$ cat src/rtl/branch_resolver_if.sv
// rtl/branch_resolver_if.sv - ID capture, WB outcome and predictor-update bundle for branch_resolver
interface branch_resolver_if #(
  parameter int hist_reg_width = 4
);
  logic                      advance;
  logic                      id_valid;
  logic [3:0]                opcode_id;
  logic [15:0]               PC_id;
  logic                      predict_taken;
  logic [hist_reg_width-1:0] branch_hist_id;
  logic [15:0]               pred_target_id;
  logic                      actual_taken;
  logic [15:0]               actual_target;

  logic                      flush;
  logic [15:0]               redirect_pc;
  logic                      update_valid;
  logic [15:0]               PC_wb;
  logic [hist_reg_width-1:0] branch_hist_wb;
  logic                      taken_wb;
  logic [15:0]               branch_count;
  logic [15:0]               mispredict_count;

  // Pipeline side: drives ID capture and WB outcome, consumes resolution results.
  modport master (
    output advance, id_valid, opcode_id, PC_id, predict_taken, branch_hist_id,
           pred_target_id, actual_taken, actual_target,
    input  flush, redirect_pc, update_valid, PC_wb, branch_hist_wb, taken_wb,
           branch_count, mispredict_count
  );

  modport slave (
    input  advance, id_valid, opcode_id, PC_id, predict_taken, branch_hist_id,
           pred_target_id, actual_taken, actual_target,
    output flush, redirect_pc, update_valid, PC_wb, branch_hist_wb, taken_wb,
           branch_count, mispredict_count
  );
endinterface

$ cat src/rtl/branch_resolver.sv
// rtl/branch_resolver.sv - gshare branch resolution: EX/MEM/WB shadow slots, flush/redirect, predictor update
module branch_resolver #(
  parameter int hist_reg_width = 4
) (
  input  logic              clk,
  input  logic              reset,
  branch_resolver_if.slave  bus
);

  localparam logic [3:0] OP_BR = 4'b0000;

  typedef struct packed {
    logic                      valid;
    logic [15:0]               pc;
    logic [hist_reg_width-1:0] hist;
    logic                      pred_taken;
    logic [15:0]               pred_target;
  } slot_t;

  typedef enum logic {S_RUN, S_FLUSH} state_t;

  state_t state_q, state_d;
  slot_t  ex_q, mem_q, wb_q;
  slot_t  ex_d, mem_d, wb_d;

  logic                      resolve;
  logic                      dir_miss;
  logic                      tgt_miss;
  logic                      mispredict;
  logic [15:0]               redirect_d;

  logic                      flush_q;
  logic [15:0]               redirect_pc_q;
  logic                      update_valid_q;
  logic [15:0]               pc_wb_q;
  logic [hist_reg_width-1:0] branch_hist_wb_q;
  logic                      taken_wb_q;
  logic [15:0]               branch_count_q;
  logic [15:0]               mispredict_count_q;

  always_comb begin
    resolve    = bus.advance & wb_q.valid;
    dir_miss   = wb_q.pred_taken != bus.actual_taken;
    tgt_miss   = wb_q.pred_taken & bus.actual_taken & (wb_q.pred_target != bus.actual_target);
    mispredict = resolve & (dir_miss | tgt_miss);
    redirect_d = bus.actual_taken ? bus.actual_target : wb_q.pc + 16'd2;

    ex_d  = ex_q;
    mem_d = mem_q;
    wb_d  = wb_q;
    if (bus.advance) begin
      wb_d              = mem_q;
      mem_d             = ex_q;
      ex_d.valid        = bus.id_valid & (bus.opcode_id == OP_BR);
      ex_d.pc           = bus.PC_id;
      ex_d.hist         = bus.branch_hist_id;
      ex_d.pred_taken   = bus.predict_taken;
      ex_d.pred_target  = bus.pred_target_id;
      // Everything younger than the mispredicted branch is wrong-path.
      if (mispredict) begin
        wb_d.valid  = 1'b0;
        mem_d.valid = 1'b0;
        ex_d.valid  = 1'b0;
      end
    end
    if (state_q == S_FLUSH) begin
      ex_d.valid = 1'b0;
    end

    state_d = mispredict ? S_FLUSH : S_RUN;
  end

  always_ff @(posedge clk) begin
    if (reset) begin
      state_q            <= S_RUN;
      ex_q               <= '0;
      mem_q              <= '0;
      wb_q               <= '0;
      flush_q            <= 1'b0;
      redirect_pc_q      <= '0;
      update_valid_q     <= 1'b0;
      pc_wb_q            <= '0;
      branch_hist_wb_q   <= '0;
      taken_wb_q         <= 1'b0;
      branch_count_q     <= '0;
      mispredict_count_q <= '0;
    end else begin
      state_q        <= state_d;
      ex_q           <= ex_d;
      mem_q          <= mem_d;
      wb_q           <= wb_d;
      update_valid_q <= resolve;
      flush_q        <= mispredict;
      if (resolve) begin
        redirect_pc_q    <= redirect_d;
        pc_wb_q          <= wb_q.pc;
        branch_hist_wb_q <= wb_q.hist;
        taken_wb_q       <= bus.actual_taken;
        if (branch_count_q != 16'hFFFF) begin
          branch_count_q <= branch_count_q + 16'd1;
        end
      end
      if (mispredict && (mispredict_count_q != 16'hFFFF)) begin
        mispredict_count_q <= mispredict_count_q + 16'd1;
      end
    end
  end

  assign bus.flush            = flush_q;
  assign bus.redirect_pc      = redirect_pc_q;
  assign bus.update_valid     = update_valid_q;
  assign bus.PC_wb            = pc_wb_q;
  assign bus.branch_hist_wb   = branch_hist_wb_q;
  assign bus.taken_wb         = taken_wb_q;
  assign bus.branch_count     = branch_count_q;
  assign bus.mispredict_count = mispredict_count_q;

endmodule

$ cat src/flat_wrapper.sv
// flat-port wrapper written by rule: the top's interface ports become plain ports
module branch_resolver_flat 
#(
  parameter int hist_reg_width = 4
)
  (clk, reset, bus_advance, bus_id_valid, bus_opcode_id, bus_PC_id, bus_predict_taken, bus_branch_hist_id, bus_pred_target_id, bus_actual_taken, bus_actual_target, bus_flush, bus_redirect_pc, bus_update_valid, bus_PC_wb, bus_branch_hist_wb, bus_taken_wb, bus_branch_count, bus_mispredict_count);
  branch_resolver_if #(.hist_reg_width(hist_reg_width)) bus_i ();
  input  logic clk;
  input  logic reset;
  input wire logic [$bits(bus_i.advance)-1:0] bus_advance;
  input wire logic [$bits(bus_i.id_valid)-1:0] bus_id_valid;
  input wire logic [$bits(bus_i.opcode_id)-1:0] bus_opcode_id;
  input wire logic [$bits(bus_i.PC_id)-1:0] bus_PC_id;
  input wire logic [$bits(bus_i.predict_taken)-1:0] bus_predict_taken;
  input wire logic [$bits(bus_i.branch_hist_id)-1:0] bus_branch_hist_id;
  input wire logic [$bits(bus_i.pred_target_id)-1:0] bus_pred_target_id;
  input wire logic [$bits(bus_i.actual_taken)-1:0] bus_actual_taken;
  input wire logic [$bits(bus_i.actual_target)-1:0] bus_actual_target;
  output wire logic [$bits(bus_i.flush)-1:0] bus_flush;
  output wire logic [$bits(bus_i.redirect_pc)-1:0] bus_redirect_pc;
  output wire logic [$bits(bus_i.update_valid)-1:0] bus_update_valid;
  output wire logic [$bits(bus_i.PC_wb)-1:0] bus_PC_wb;
  output wire logic [$bits(bus_i.branch_hist_wb)-1:0] bus_branch_hist_wb;
  output wire logic [$bits(bus_i.taken_wb)-1:0] bus_taken_wb;
  output wire logic [$bits(bus_i.branch_count)-1:0] bus_branch_count;
  output wire logic [$bits(bus_i.mispredict_count)-1:0] bus_mispredict_count;
  assign bus_i.advance = bus_advance;
  assign bus_i.id_valid = bus_id_valid;
  assign bus_i.opcode_id = bus_opcode_id;
  assign bus_i.PC_id = bus_PC_id;
  assign bus_i.predict_taken = bus_predict_taken;
  assign bus_i.branch_hist_id = bus_branch_hist_id;
  assign bus_i.pred_target_id = bus_pred_target_id;
  assign bus_i.actual_taken = bus_actual_taken;
  assign bus_i.actual_target = bus_actual_target;
  assign bus_flush = bus_i.flush;
  assign bus_redirect_pc = bus_i.redirect_pc;
  assign bus_update_valid = bus_i.update_valid;
  assign bus_PC_wb = bus_i.PC_wb;
  assign bus_branch_hist_wb = bus_i.branch_hist_wb;
  assign bus_taken_wb = bus_i.taken_wb;
  assign bus_branch_count = bus_i.branch_count;
  assign bus_mispredict_count = bus_i.mispredict_count;
  branch_resolver #(.hist_reg_width(hist_reg_width)) u_core (.clk(clk), .reset(reset), .bus(bus_i));
endmodule
$ cat config.mk
export PLATFORM = sky130hd
export DESIGN_NAME = branch_resolver_flat
export DESIGN_NICKNAME = d
export VERILOG_FILES = /design/src/rtl/branch_resolver_if.sv /design/src/rtl/branch_resolver.sv /design/src/flat_wrapper.sv
export SDC_FILE = /design/constraint.sdc
export NUM_CORES = 1
export LEC_CHECK = 0
export ABC_CLOCK_PERIOD_IN_PS = 2550
export BUFFER_PORTS_ARGS = -buffer_cell sky130_fd_sc_hd__buf_2
export CORE_MARGIN = 1.5
export CORE_UTILIZATION = 55
export DETAILED_ROUTE_END_ITERATION = 8
export PLACE_DENSITY = 0.78
export SYNTH_ARGS = -nofsm -noshare
export SYNTH_HDL_FRONTEND = slang
export SYNTH_SLANG_ARGS = --single-unit
$ cat constraint.sdc
create_clock -name clk -period 2.55 [get_ports clk]
set_clock_uncertainty 0.2 [all_clocks]
set_input_delay 0.51 -clock clk [delete_from_list [all_inputs] [get_ports clk]]
set_output_delay 0.51 -clock clk [all_outputs]
set_load 0.005 [all_outputs]
# Yosys cells after proc, flatten, opt, wreduce, memory -nomap -nowiden
# Cells that the tools add are included.
[op_classes]
n_mul = 0
mux = 5
magnitude_cmp = 0
bitwise_logic = 6
div_mod_pow = 0
shifts = 0
eq_ne = 4
add_sub_neg = 3
n_reduce_logical = 4
[ops]
columns = ["cell", "count"]
rows = [
  ["16-bit by 1-bit adder with 16-bit output (second input constant)", 2],
  ["16-bit inequality test (second input constant)", 2],
  ["16-bit by 2-bit adder with 16-bit output (second input constant)", 1],
  ["16-bit 2-to-1 mux", 1],
  ["16-bit inequality test", 1],
  ["1-bit bitwise AND", 5],
  ["4-bit zero test", 1],
  ["1-bit 2-to-1 mux", 4],
  ["2-bit AND reduction", 1],
  ["2-bit OR reduction", 1],
  ["1-bit logical AND", 1],
  ["1-bit inequality test", 1],
  ["1-bit OR", 1],
]
[word_totals]
memories = 0
register_bits = 186
in_bits = 62
latchBits = 0
out_inout_bits = 71
rom_bits = 0
ramBits = 0

# Depth between registers and ports, before layout
# Gate-level depths: netlist (run 1).
[depth]
depth_word = 5
ltp_mapped = 7

# Least setup slack after synthesis (run 1)
# No wires, ideal clock.
[synth_path]
kind = "in2reg"
start = "in bus_actual_target[0]"
end = "reg u_core.mispredict_count_q[9] (netlist: u_core.bus.mispredict_count[9])"
t_required_ns = 2.229
stages = 6
arrival_ns = 1.985
path_slack_ns = 0.244
n_path_buf = 0
cell_sequence = "xnor2_1 -> nand4_1 -> o41ai_4 -> a21oi_1 -> nand4_1 -> mux2_2"
[synth_between]
elab_chain_len = 5
[synth_lines]
columns = ["item", "line", "text"]
rows = [
  ["from (decl)", "flat_wrapper.sv:18", "input wire logic [$bits(bus_i.actual_target)-1:0] bus_actual_target;"],
  ["16-bit inequality test", "branch_resolver.sv:44", "tgt_miss = wb_q.pred_taken & bus.actual_taken & (wb_q.pred_target != bus.actual_target);"],
  ["1-bit bitwise AND", "branch_resolver.sv:44", ""],
  ["1-bit OR", "branch_resolver.sv:45", "mispredict = resolve & (dir_miss | tgt_miss);"],
  ["1-bit bitwise AND", "branch_resolver.sv:45", ""],
  ["1-bit logical AND", "branch_resolver.sv:103", "if (mispredict && (mispredict_count_q != 16'hFFFF)) begin"],
  ["to (signal assigned)", "branch_resolver.sv:104", "mispredict_count_q <= mispredict_count_q + 16'd1;"],
  ["to (decl)", "branch_resolver.sv:39", "logic [15:0] mispredict_count_q;"],
]
# No other way between the ends.
# A chain may end at the register's enable or synchronous reset.

# Final worst setup path (run 1)
[layout_path]
start = "reg u_core.mispredict_count_q[0] (netlist: u_core.bus.mispredict_count[0])"
end = "reg u_core.mispredict_count_q[2] (netlist: u_core.bus.mispredict_count[2])"
[layout_between]
elab_chain_len = 2
elab_cells_between_ends = 3
[layout_lines]
columns = ["item"]
rows = [
  ["parallel branches: the longest is 2 deep, another holds 16-bit by 1-bit adder with 16-bit output"],
]
# Parallel ways; which one is timed is not known.

==> load_flow_metrics.sql, run 1 <==
INSERT INTO impl_metrics (metric_group, metric, value, unit) VALUES
('setup_path', 'setup.worst_path.start_class', 'register', ''),
('setup_path', 'slowest_cell_on_the_critical_path', 'sky130_fd_sc_hd__o31ai_2', ''),
('synth', 'postSynth.topFlopCell', 'sky130_fd_sc_hd__dfxtp_1', ''),
('setup_path', 'timing.reg2reg.setup_slack', '160', 'ps'),
('placement', 'dp_worst_setup_slack', '120', 'ps'),
('floorplanning', 'die_height', '119', 'um'),
('clock_network', 'clockBufferDepth', '2', ''),
('synth', 'yosysMostFrequentCell', 'sky130_fd_sc_hd__dfxtp_1', ''),
('synth', 'ys_ff_latch', '185', ''),
('setup_path', 'path_max_fanout', '6', ''),
('synth', 'ys_top_cells_by_count', 'sky130_fd_sc_hd__dfxtp_1, sky130_fd_sc_hd__nor2_1, sky130_fd_sc_hd__mux2i_1', ''),
('global_route', 'global_route.usage.met1', '0.318', ''),
('sta', 'finalSetupTns', '0', 'ps'),
('status', 'outcome', 'finished, final reports clean', ''),
('clock_network', 'cts.sinks', '185', ''),
('sta', 'timing.final.crit_share', '0.936', ''),
('hold_path', 'timing.hold.worst.class', 'primary input to register', ''),
('synth', 'seq_area_frac_synth', '0.501', ''),
('sta', 'rsz_0062_raised_after_global_routing', 'no', ''),
('floorplanning', 'fp.dieW', '119', 'um'),
('synth', 'synth_area', '0.00740', 'mm^2'),
('drt', 'residual_drc_count', '0', ''),
('global_route', 'via_count_of_the_first_global_routing_pass', '5306', ''),
('setup_path', 'worstPathRequired', '2700', 'ps'),
('sta', 'setup_ws', '163', 'ps'),
('global_route', 'grt_start_max_net_pins', '117', ''),
('synth', 'synth_top_cells_by_area', 'sky130_fd_sc_hd__dfxtp_1, sky130_fd_sc_hd__mux2i_1, sky130_fd_sc_hd__nor2_1, sky130_fd_sc_hd__xnor2_1, sky130_fd_sc_hd__nand2_1', ''),
('setup_path', 'critical_path.max_stage_delay', '590', 'ps'),
('sta', 'timing.slew.headroom', '0.436', ''),
('clock_network', 'worstSkewPairLatency', '420', 'ps'),
('power', 'p_int', '4710', 'uW'),
('global_route', 'grtUsageMet2', '0.350', ''),
('synth', 'synthesis.area_per_instance', '9.29', 'um^2'),
('final_layout', 'stdcell_count', '1104', ''),
('setup_path', 'critical_path.most_common_cell', 'sky130_fd_sc_hd__a21oi_1', ''),
('power', 'power_leakage', '0.00388', 'uW'),
('drt', 'final_antenna_net_count', '0', ''),
('sta', 'setup_violations', '0', ''),
('setup_path', 'start_to_end_type_of_the_worst_setup_path', 'register to register', ''),
('final_layout', 'design.final.nets', '981', ''),
('clock_network', 'holdBufCountCts', '0', ''),
('sta', 'timing.final.max_slew_violations', '0', ''),
('power', 'irDropWorstVdd', '556', 'uV'),
('drt', 'routed_via_density', '5.22', ''),
('global_route', 'grt_util_met3', '0.0599', ''),
('global_route', 'grt.overflow.total', '0', ''),
('global_route', 'groute.usage.overall', '0.229', ''),
('placement', 'dp.final_hpwl', '10.6', 'mm'),
('clock_network', 'cts_tree', 'done', ''),
('final_layout', 'area_growth_syn_to_layout', '20.0', '%'),
('clock_network', 'post_cts_resize_count', '0', ''),
('sta', 'fin_crit', '2390', 'ps'),
('placement', 'dpl-instance-area', '0.00825', 'mm^2'),
('power', 'share_clk_of_total_power', '0.448', ''),
('synth', 'yosys_warnings', '0', ''),
('drt', 'drt-total-wl', '15.7', 'mm'),
('placement', 'buffer_ports.inserted', '132', ''),
('setup_path', 'cp_data_arrival_time', '2540', 'ps'),
('global_route', 'first_pass_grt_wire_length', '26.2', 'mm'),
('power', 'p_comb_frac', '0.055', ''),
('synth', 'synthArstFlopShare', '0', ''),
('power', 'switching_power', '1310', 'uW'),
('power', 'share_of_power_burned_in_registers', '0.497', ''),
('final_layout', 'postLayoutCellArea', '0.00887', 'mm^2'),
('synth', 'synth-edff-count', '0', ''),
('synth', 'synth_fp_nets', '862', ''),
('clock_network', 'numCtsBuffers', '17', ''),
('drt', 'vias', '5760', ''),
('drt', 'violation_count_after_the_first_detailed_routing_iteration', '507', ''),
('floorplanning', 'design.portCount', '133', ''),
('synth', 'netlist.area_leader.share', '0.501', '');
[through the flow]
step	hold WS, ps	power (uW)	utilization
final	122	6020	0.673
after global routing	120	6240	0.673
after CTS	112	6080	0.673
after detailed placement	240	3390	0.626
after global placement	236	3380	0.626
after floorplan	231	3270	-
[layer usage]
layer,wire length [um],up-vias
met5,0,-
met4,278,0
met3,757,21
met2,7060,147
met1,7560,2650
li1,-,2942
[power by group through the flow]
stage               registers [uW]  clock network, uW  logic, uW
CTS                           2990               2750        331
global route                  3000               2880        364
detailed placement            3060                  0        329
finish                        2990               2700        329
global placement              3060                  0        323
floorplan                     3050                  0        228
[logic make-up (layout without fill, tap and decap cells)]
kind of cell	count (synthesis)	count (layout)	synth area share
simple gates	303	303	0.175
flops	185	185	0.501
mux	119	119	0.161
compound gates	78	78	0.0653
buf+inv	55	187	0.0289
xor+xnor	52	52	0.0616
fa+ha+maj	4	4	0.00677
[worst max-delay path: cells and delay by family (launching register included)]
family          cells  cell delay [ps]
compound gates      4             1020
fa+ha+maj           1              270
buf+inv             1              190
flops               1              440
simple gates        1              200
[state kept, by name, indices dropped and copies added, names as in the netlist]
signal / flops
u_core.ex_q: 38
u_core.mem_q: 38
u_core.wb_q: 38
u_core.bus.PC_wb: 16
u_core.bus.branch_count: 16
u_core.bus.mispredict_count: 16
u_core.bus.redirect_pc: 16
u_core.bus.branch_hist_wb: 4
u_core.bus.flush: 1
u_core.bus.taken_wb: 1
u_core.bus.update_valid: 1
[layout by cell type (no fill, tap or decap), drive strengths merged, types with 2 or more instances in the layout]
master    Yosys  final
a41o          2      2
bufinv        0      3
clkinv        1      7
xor2         13     13
a21oi        43     43
nor3b         2      2
mux2          2      2
and4          3      3
clkbuf       25     19
o211ai        2      2
xnor2        39     39
mux2i       117    117
nor3          5      5
a211oi        9      9
nand4        15     15
nor4          4      4
dfxtp       185    185
and3          7      7
nand2        84     84
nand3        13     13
ha            4      4
nor2        155    155
buf          21    146
clkinvlp      0      2
nand2b        3      3
a21o          2      2
and2          6      6
nand3b        2      2
nor2b         3      3
inv           8     10
o21ai        12     12
[path summary, 6_finish.rpt]
kind	start	end	cells past startpoint
worst max-delay path	u_core.bus.mispredict_count[0]	u_core.bus.mispredict_count[2]	7
worst min-delay path	bus_PC_id[6]	u_core.ex_q[27]	3
worst max register to register	u_core.bus.mispredict_count[0]	u_core.bus.mispredict_count[2]	7
worst min register to register	u_core.bus.redirect_pc[12]	u_core.bus.redirect_pc[12]	2
[area by class of cell]
cell class	count	area, um^2	share of cell area
clock buffer	19	453	0.0510
clock inverter	13	168	0.0189
inverter	9	33.8	0.00381
multi-input combinational	556	3480	0.392
sequential	185	3700	0.417
tap	176	220	0.0248
timing repair buffer	146	816	0.0919
(Power assumes the default switching activity.)
==> run 2, diff against run 1 <==
--- a/config.mk
+++ b/config.mk
@@ -5,10 +5,12 @@
 export SDC_FILE = /design/constraint.sdc
 export NUM_CORES = 1
 export LEC_CHECK = 0
-export ABC_CLOCK_PERIOD_IN_PS = 2550
+export ABC_CLOCK_PERIOD_IN_PS = 2600
 export BUFFER_PORTS_ARGS = -buffer_cell sky130_fd_sc_hd__buf_2
+export CELL_PAD_IN_SITES_DETAIL_PLACEMENT = 1
+export CELL_PAD_IN_SITES_GLOBAL_PLACEMENT = 1
 export CORE_MARGIN = 1.5
-export CORE_UTILIZATION = 55
+export CORE_UTILIZATION = 42
 export DETAILED_ROUTE_END_ITERATION = 8
 export PLACE_DENSITY = 0.78
 export SYNTH_ARGS = -nofsm -noshare
==> constraint.sdc (replaced) <==
create_clock -name clk -period 2.6 [get_ports clk]
set_clock_uncertainty 0.2 [all_clocks]
set_input_delay 0.52 -clock clk [delete_from_list [all_inputs] [get_ports clk]]
set_output_delay 0.52 -clock clk [all_outputs]
set_load 0.005 [all_outputs]
==> run 2 against run 1 <==
Total power shrank 5.7%. Combinational power is essentially flat. Non-clock buffer count grew 1. Sequential power shrank 2%. Maximum frequency grew 2.3%. Register-to-register slack gained 100 ps. Wire length grew 17%. Hold slack lost 2.9 ps. Sequential share of layout area is essentially flat. Via count grew 1.3%. Design area is essentially flat. Critical path type unchanged. Critical endpoint is now u_core.bus.branch_count[13]. Largest cell class unchanged. Largest power group unchanged. Highest routed layer unchanged.
==> load_flow_metrics.sql, run 2 (synthesized netlist as in run 1, its figures left out) <==
INSERT INTO impl_metrics (metric_group, metric, value, unit) VALUES
('global_route', 'via_count_of_the_first_global_routing_pass', '5682', ''),
('setup_path', 'setup.worst_path.start', 'u_core.bus.branch_count[0]', ''),
('sta', 'finalHoldViolations', '0', ''),
('sta', 'timing.final.max_slew_violations', '0', ''),
('setup_path', 'r2r-start', 'u_core.bus.branch_count[0]', ''),
('placement', 'buffer_ports.inserted', '132', ''),
('final_layout', 'layout.filler_cells', '2047', ''),
('clock_network', 'numCtsBuffers', '17', ''),
('drt', 'routed_via_density', '5.06', ''),
('drt', 'drt-total-wl', '18.3', 'mm'),
('final_layout', 'final_layout_size_suffix_gt1_frac', '0.197', ''),
('final_layout', 'design.final.nets', '982', ''),
('global_route', 'grt_start_max_net_pins', '100', ''),
('clock_network', 'post_cts_resize_count', '0', ''),
('hold_path', 'timing.hold.worst.class', 'primary input to register', ''),
('setup_path', 'start_to_end_type_of_the_worst_setup_path', 'register to register', ''),
('sta', 'worst-slew-pin-transition', '887', 'ps'),
('sta', 'timing_limited_maximum_frequency', '429', 'MHz'),
('floorplanning', 'die_height', '136', 'um'),
('setup_path', 'worstPathRequired', '2720', 'ps'),
('sta', 'finalSetupTns', '0', 'ps'),
('global_route', 'groute.usage.overall', '0.203', ''),
('power', 'irDropWorstVdd', '484', 'uV'),
('sta', 'timing.slew.headroom', '0.403', ''),
('drt', 'vias', '5837', ''),
('final_layout', 'mostFrequentLayoutCells', 'sky130_fd_sc_hd__dfxtp_1, sky130_fd_sc_hd__nor2_1, sky130_fd_sc_hd__buf_2, sky130_fd_sc_hd__mux2i_1, sky130_fd_sc_hd__nand2_1', ''),
('floorplanning', 'placement_rows', '48', ''),
('clock_network', 'cts_max_level', '4', ''),
('clock_network', 'clk_pin_slew_worst_paths', '70', 'ps'),
('sta', 'fin_crit', '2330', 'ps'),
('final_layout', 'area_growth_syn_to_layout', '19.9', '%'),
('floorplanning', 'design.portCount', '133', ''),
('clock_network', 'cts.sinks', '185', ''),
('hold_path', 'hp-start', 'bus_PC_id[3]', ''),
('placement', 'dp.final_hpwl', '12.8', 'mm'),
('sta', 'timing.final.crit_share', '0.897', ''),
('drt', 'residual_drc_count', '0', ''),
('global_route', 'initial_antenna_violation_count', '0', ''),
('job', 'maxCapViolCount', '0', ''),
('placement', 'gpl.final_weighted_congestion', '0.799', ''),
('clock_network', 'post_cts.repair.setup_buffers', '0', ''),
('final_layout', 'layout.cells.most_common', 'sky130_fd_sc_hd__dfxtp_1', ''),
('floorplanning', 'core_area', '0.0172', 'mm^2'),
('clock_network', 'clockBufferDepth', '2', ''),
('clock_network', 'worstSkewPairLatency', '430', 'ps'),
('setup_path', 'path_max_fanout', '6', ''),
('status', 'outcome', 'finished, final reports clean', ''),
('final_layout', 'layout_top_registers', 'u_core.ex_q x38, u_core.mem_q x38, u_core.wb_q x38', ''),
('setup_path', 'setup.worst_path.start_class', 'register', ''),
('floorplanning', 'fp.dieW', '136', 'um'),
('setup_path', 'timing.critical_path.to_type', 'register', ''),
('clock_network', 'holdBufCountCts', '0', ''),
('drt', 'drt_pass1_iterations', '4', ''),
('power', 'power_per_cell_area', '641', 'mW/mm^2'),
('final_layout', 'postLayoutCellArea', '0.00887', 'mm^2'),
('power', 'post-layout-total-power', '5680', 'uW'),
('sta', 'setup_violations', '0', ''),
('placement', 'dpl-instance-area', '0.00832', 'mm^2'),
('floorplanning', 'effective_utilization_at_floorplan', '0.429', ''),
('floorplanning', 'floorplan.die_area', '0.0184', 'mm^2'),
('clock_network', 'cts_tree', 'done', ''),
('power', 'power_leakage', '0.00384', 'uW'),
('global_route', 'global_route.usage.met1', '0.270', ''),
('global_route', 'grt.overflow.total', '0', ''),
('sta', 'rsz_0062_raised_after_global_routing', 'no', ''),
('drt', 'average_wire_per_standard_cell', '15.9', 'um'),
('sta', 'timing.hold.ws', '119', 'ps'),
('global_route', 'grtUsageMet2', '0.330', ''),
('setup_path', 'cp_data_arrival_time', '2460', 'ps'),
('global_route', 'first_pass_grt_wire_length', '29.3', 'mm'),
('clock_network', 'buffer_type_at_the_clock_tree_root', 'sky130_fd_sc_hd__clkbuf_16', ''),
('global_route', 'gr-max-usage-layer', 'met2', ''),
('drt', 'violation_count_after_the_first_detailed_routing_iteration', '328', ''),
('final_layout', 'insertedDiodeCount', '0', ''),
('drt', 'final_antenna_net_count', '0', ''),
('global_route', 'grt_util_met3', '0.0471', '');
-- run 2: area by class of cell --
cell class | count | area (um^2) | area share
Multi-Input combinational cell | 556 | 3480 | 0.393
Clock inverter | 9 | 68.8 | 0.00776
Inverter | 9 | 33.8 | 0.00381
Sequential cell | 185 | 3700 | 0.418
Clock buffer | 22 | 474 | 0.0535
Tap cell | 225 | 282 | 0.0318
Timing Repair Buffer | 147 | 823 | 0.0929
-- run 2: worst max-delay path, stage by stage, from the launching register on --
cell                      delay [ps]
sky130_fd_sc_hd__dfxtp_1         350
sky130_fd_sc_hd__ha_1            240
sky130_fd_sc_hd__nand4_1         110
sky130_fd_sc_hd__nor4_2           80
sky130_fd_sc_hd__nor4_1          740
sky130_fd_sc_hd__nor3b_1         310
sky130_fd_sc_hd__xnor2_1         150
sky130_fd_sc_hd__nor2_1           50
-- run 2: power breakdown --
part | internal [uW] | switching [uW] | total, uW | leakage [uW]
Combinational | 149 | 179 | 328 | 0.00208
Sequential | 2900 | 41.3 | 2940 | 0.00150
Clock | 1300 | 1120 | 2420 | 0.000263
-- run 2: worst paths after layout --
check                           depth (start not counted)  slack [ps]                           to
worst max-delay path                                    7         270  u_core.bus.branch_count[13]
worst min-delay path                                    3         120              u_core.ex_q[24]
worst max register to register                          7         270  u_core.bus.branch_count[13]
worst min register to register                          2         250   u_core.bus.redirect_pc[10]
-- run 2: stage by stage --
step                setup WS, ps  utilization  instances
floorplan                    284            -        796
global placement             141        0.483       1122
detailed placement          82.9        0.483       1122
CTS                          294        0.514       1153
global route                 167        0.514       1153
finish                       267        0.514       1153
-- run 2: layer usage --
layer  vias to the layer above  wire, um
met4                         0       275
met5                         -         0
met1                      2768      8730
met3                        23       758
met2                       133      8560
li1                       2913         -
==> run 3, diff against run 2 <==
--- a/config.mk
+++ b/config.mk
@@ -5,13 +5,15 @@
 export SDC_FILE = /design/constraint.sdc
 export NUM_CORES = 1
 export LEC_CHECK = 0
+export ABC_AREA = 1
 export ABC_CLOCK_PERIOD_IN_PS = 2600
 export BUFFER_PORTS_ARGS = -buffer_cell sky130_fd_sc_hd__buf_2
 export CELL_PAD_IN_SITES_DETAIL_PLACEMENT = 1
 export CELL_PAD_IN_SITES_GLOBAL_PLACEMENT = 1
 export CORE_MARGIN = 1.5
-export CORE_UTILIZATION = 42
+export CORE_UTILIZATION = 40
 export DETAILED_ROUTE_END_ITERATION = 8
+export HOLD_SLACK_MARGIN = 0.05
 export PLACE_DENSITY = 0.78
 export SYNTH_ARGS = -nofsm -noshare
 export SYNTH_HDL_FRONTEND = slang
==> run 3 against run 2 <==
Wire length up 20%. Sequential power up 3%. Total power up 5.9%. Count of clock-buffer cells in the layout down 2. Non-clock buffer count down 1. Design area up 5.2%. Via count up 24%. Critical path depth up 2.
==> load_flow_metrics.sql, run 3 <==
INSERT INTO impl_metrics (metric_group, metric, value, unit) VALUES
('floorplanning', 'die_height', '144', 'um'),
('synth', 'synth_area', '0.00790', 'mm^2'),
('placement', 'buffer_ports.inserted', '132', ''),
('clock_network', 'cts.sinks', '185', ''),
('power', 'irDropWorstVdd', '416', 'uV'),
('setup_path', 'slowest_cell_on_the_critical_path', 'sky130_fd_sc_hd__dfxtp_1', ''),
('drt', 'route.top_layer_used', 'met5', ''),
('synth', 'syn_inst', '1085', ''),
('synth', 'ys_ff_latch', '185', ''),
('setup_path', 'setup.worst_path.start_class', 'register', ''),
('global_route', 'groute.usage.overall', '0.223', ''),
('clock_network', 'post_cts_resize_count', '0', ''),
('sta', 'finalHoldViolations', '0', ''),
('synth', 'postSynth.topFlopCell', 'sky130_fd_sc_hd__dfxtp_1', ''),
('final_layout', 'layout.cells.most_common', 'sky130_fd_sc_hd__nor2_1', ''),
('clock_network', 'post_cts.repair.setup_buffers', '0', ''),
('drt', 'drt_pass1_iterations', '4', ''),
('drt', 'route.met3.wl', '811', 'um'),
('sta', 'timing.slew.headroom', '0.627', ''),
('global_route', 'initial_antenna_violation_count', '1', ''),
('synth', 'synth_cell_type_count', '45', ''),
('clock_network', 'worstSkewPairLatency', '430', 'ps'),
('floorplanning', 'placement_rows', '51', ''),
('synth', 'yosysMostFrequentCell', 'sky130_fd_sc_hd__nor2_1', ''),
('setup_path', 'start_to_end_type_of_the_worst_setup_path', 'register to register', ''),
('global_route', 'via_count_of_the_first_global_routing_pass', '7187', ''),
('synth', 'synthesis.area_per_instance', '7.28', 'um^2'),
('floorplanning', 'floorplan.die_area', '0.0206', 'mm^2'),
('synth', 'netlist.area_leader.share', '0.469', ''),
('final_layout', 'design.final.nets', '1257', ''),
('sta', 'setup_violations', '0', ''),
('drt', 'drt-total-wl', '22.0', 'mm'),
('sta', 'timing.final.max_slew_violations', '0', ''),
('global_route', 'grt.overflow.total', '0', ''),
('power', 'power_per_cell_area', '645', 'mW/mm^2'),
('setup_path', 'cp_data_arrival_time', '2320', 'ps'),
('synth', 'post-synth-top-area-cell', 'sky130_fd_sc_hd__dfxtp_1', ''),
('placement', 'dp.final_hpwl', '15.5', 'mm'),
('clock_network', 'cts_tree', 'done', ''),
('floorplanning', 'effective_utilization_at_floorplan', '0.407', ''),
('drt', 'violation_count_after_the_first_detailed_routing_iteration', '391', ''),
('synth', 'synth_fp_nets', '1151', ''),
('drt', 'vias', '7251', ''),
('sta', 'timing.final.crit_share', '0.830', ''),
('synth', 'synth_top_cells_by_area', 'sky130_fd_sc_hd__dfxtp_1, sky130_fd_sc_hd__nor2_1, sky130_fd_sc_hd__o21ai_0, sky130_fd_sc_hd__nand2_1, sky130_fd_sc_hd__inv_1', ''),
('clock_network', 'clockBufferDepth', '2', ''),
('power', 'power_leakage', '0.00416', 'uW'),
('clock_network', 'clk_pin_slew_worst_paths', '70', 'ps'),
('sta', 'rsz_0062_raised_after_global_routing', 'no', ''),
('floorplanning', 'core_area', '0.0194', 'mm^2'),
('drt', 'final_antenna_net_count', '0', ''),
('hold_path', 'timing.hold.worst.class', 'primary input to register', ''),
('setup_path', 'critical_path_buf_inv_count', '1', ''),
('sta', 'worst-slew-pin-transition', '557', 'ps'),
('synth', 'yosys_warnings', '0', ''),
('clock_network', 'cts_max_level', '4', ''),
('global_route', 'first_pass_grt_wire_length', '36.3', 'mm'),
('synth', 'seq_area_frac_synth', '0.469', ''),
('setup_path', 'timing.critical_path.to_type', 'register', ''),
('final_layout', 'final_layout_size_suffix_gt1_frac', '0.180', ''),
('drt', 'average_wire_per_standard_cell', '15.0', 'um'),
('synth', 'synth-edff-count', '0', ''),
('final_layout', 'layout_top_registers', 'u_core.ex_q x38, u_core.mem_q x38, u_core.wb_q x38', ''),
('sta', 'fin_crit', '2160', 'ps'),
('setup_path', 'worstPathRequired', '2760', 'ps'),
('final_layout', 'insertedDiodeCount', '0', ''),
('clock_network', 'numCtsBuffers', '17', ''),
('sta', 'timing_limited_maximum_frequency', '463', 'MHz'),
('floorplanning', 'fp.dieW', '144', 'um'),
('drt', 'wl_met1', '10.5', 'mm'),
('global_route', 'grt_start_max_net_pins', '90', ''),
('status', 'outcome', 'finished, final reports clean', ''),
('synth', 'synthArstFlopShare', '0', ''),
('setup_path', 'critical_path.top_delay_family', 'simple AND/OR/NAND/NOR gates', ''),
('setup_path', 'critical_path.most_common_cell', 'sky130_fd_sc_hd__nand3_1', ''),
('floorplanning', 'design.portCount', '133', ''),
('setup_path', 'crit_path_cell_trace', 'ha_1 -> nand3_1 -> nor2_1 -> nand3_1 -> nand2_2 -> inv_2 -> nand2_1 -> o21ai_0 -> a21oi_1', ''),
('final_layout', 'layout.filler_cells', '2577', ''),
('clock_network', 'buffer_type_at_the_clock_tree_root', 'sky130_fd_sc_hd__clkbuf_16', ''),
('synth', 'ys_top_cells_by_count', 'sky130_fd_sc_hd__nor2_1, sky130_fd_sc_hd__dfxtp_1, sky130_fd_sc_hd__nand2_1', ''),
('clock_network', 'holdBufCountCts', '0', ''),
('sta', 'setup_ws', '442', 'ps'),
('setup_path', 'critical_path.max_stage_delay', '410', 'ps'),
('setup_path', 'path_max_fanout', '14', ''),
('job', 'maxCapViolCount', '0', ''),
('drt', 'met2_length', '10.4', 'mm'),
('final_layout', 'area_growth_syn_to_layout', '18.1', '%'),
('drt', 'residual_drc_count', '0', ''),
('sta', 'finalSetupTns', '0', 'ps'),
('placement', 'dp_worst_setup_slack', '465', 'ps'),
('placement', 'gpl.final_weighted_congestion', '0.835', ''),
('final_layout', 'mostFrequentLayoutCells', 'sky130_fd_sc_hd__nor2_1, sky130_fd_sc_hd__dfxtp_1, sky130_fd_sc_hd__nand2_1, sky130_fd_sc_hd__o21ai_0, sky130_fd_sc_hd__buf_2', ''),
('drt', 'routed_via_density', '4.94', '');
[run 3: cell types whose count changed after synthesis, sizes merged, moves of 9 or more]
| cell | change |
|---|---|
| o21ai | +135 |
| mux2i | -117 |
| inv | +101 |
| nor2 | +84 |
| nand2 | +70 |
| xnor2 | -35 |
| a21oi | +27 |
| nand3 | +23 |
| nor3 | +13 |
| nand4 | +10 |
| a211oi | -9 |
[run 3: per-stage QoR]
| step | cells | utilization | power (uW) | area [um^2] | hold slack (ps) |
|---|---|---|---|---|---|
| 3_5_place_dp | 1437 | 0.451 | 3520 | 8760 | 260 |
| 6_report | 1468 | 0.481 | 6020 | 9330 | 108 |
| 3_3_place_gp | 1437 | 0.451 | 3510 | 8760 | 251 |
| 4_1_cts | 1468 | 0.481 | 6080 | 9330 | 97.4 |
| 5_1_grt | 1468 | 0.481 | 6270 | 9330 | 105 |
| 2_1_floorplan | 1085 | - | 3350 | 7900 | 244 |
[run 3: final cells by class]
type,count,area (um^2),share of cell area
clock buffers,20,447,0.0479
clock inverters,11,123,0.0131
inverters,110,417,0.0447
multi-input cells,731,3490,0.374
flip-flops and latches,185,3700,0.397
well taps,265,332,0.0355
repair buffers,146,816,0.0875
[run 3: final timing paths]
path                                              endpoint  depth (start not counted)                  startpoint  slack [ps]
worst max-delay path            u_core.bus.branch_count[6]                          9  u_core.bus.branch_count[0]         440
worst max register to register  u_core.bus.branch_count[6]                          9  u_core.bus.branch_count[0]         440
worst min-delay path                       u_core.ex_q[17]                          3       bus_branch_hist_id[0]         110
worst min register to register  u_core.bus.redirect_pc[14]                          2  u_core.bus.redirect_pc[14]         270
[run 3: metal layers]
layer,GRT usage,vias up
li1,-,3711
met1,0.296,3397
met2,0.369,123
met3,0.0440,18
met4,0.0618,2
met5,0,-
[run 3: worst min-delay path, stage by stage]
cell and delay, ps:
sky130_fd_sc_hd__buf_2 70, sky130_fd_sc_hd__nor2_1 30, sky130_fd_sc_hd__nor2_1 80
[run 3: cells by family (layout without fill, tap and decap cells)]
group,Yosys count,count (layout),share of synthesized area
compound gates,230,230,0.152
fa+ha+maj,4,4,0.00634
flops,185,185,0.469
simple gates,487,487,0.273
buf+inv,169,287,0.0892
xor+xnor,10,10,0.0111
[run 3: report_power, final]
group	total (uW)	leakage [uW]	switching, uW	internal (uW)
Combinational	442	0.00236	286	156
Clock	2560	0.000280	1120	1440
Sequential	3020	0.00152	68.7	2950
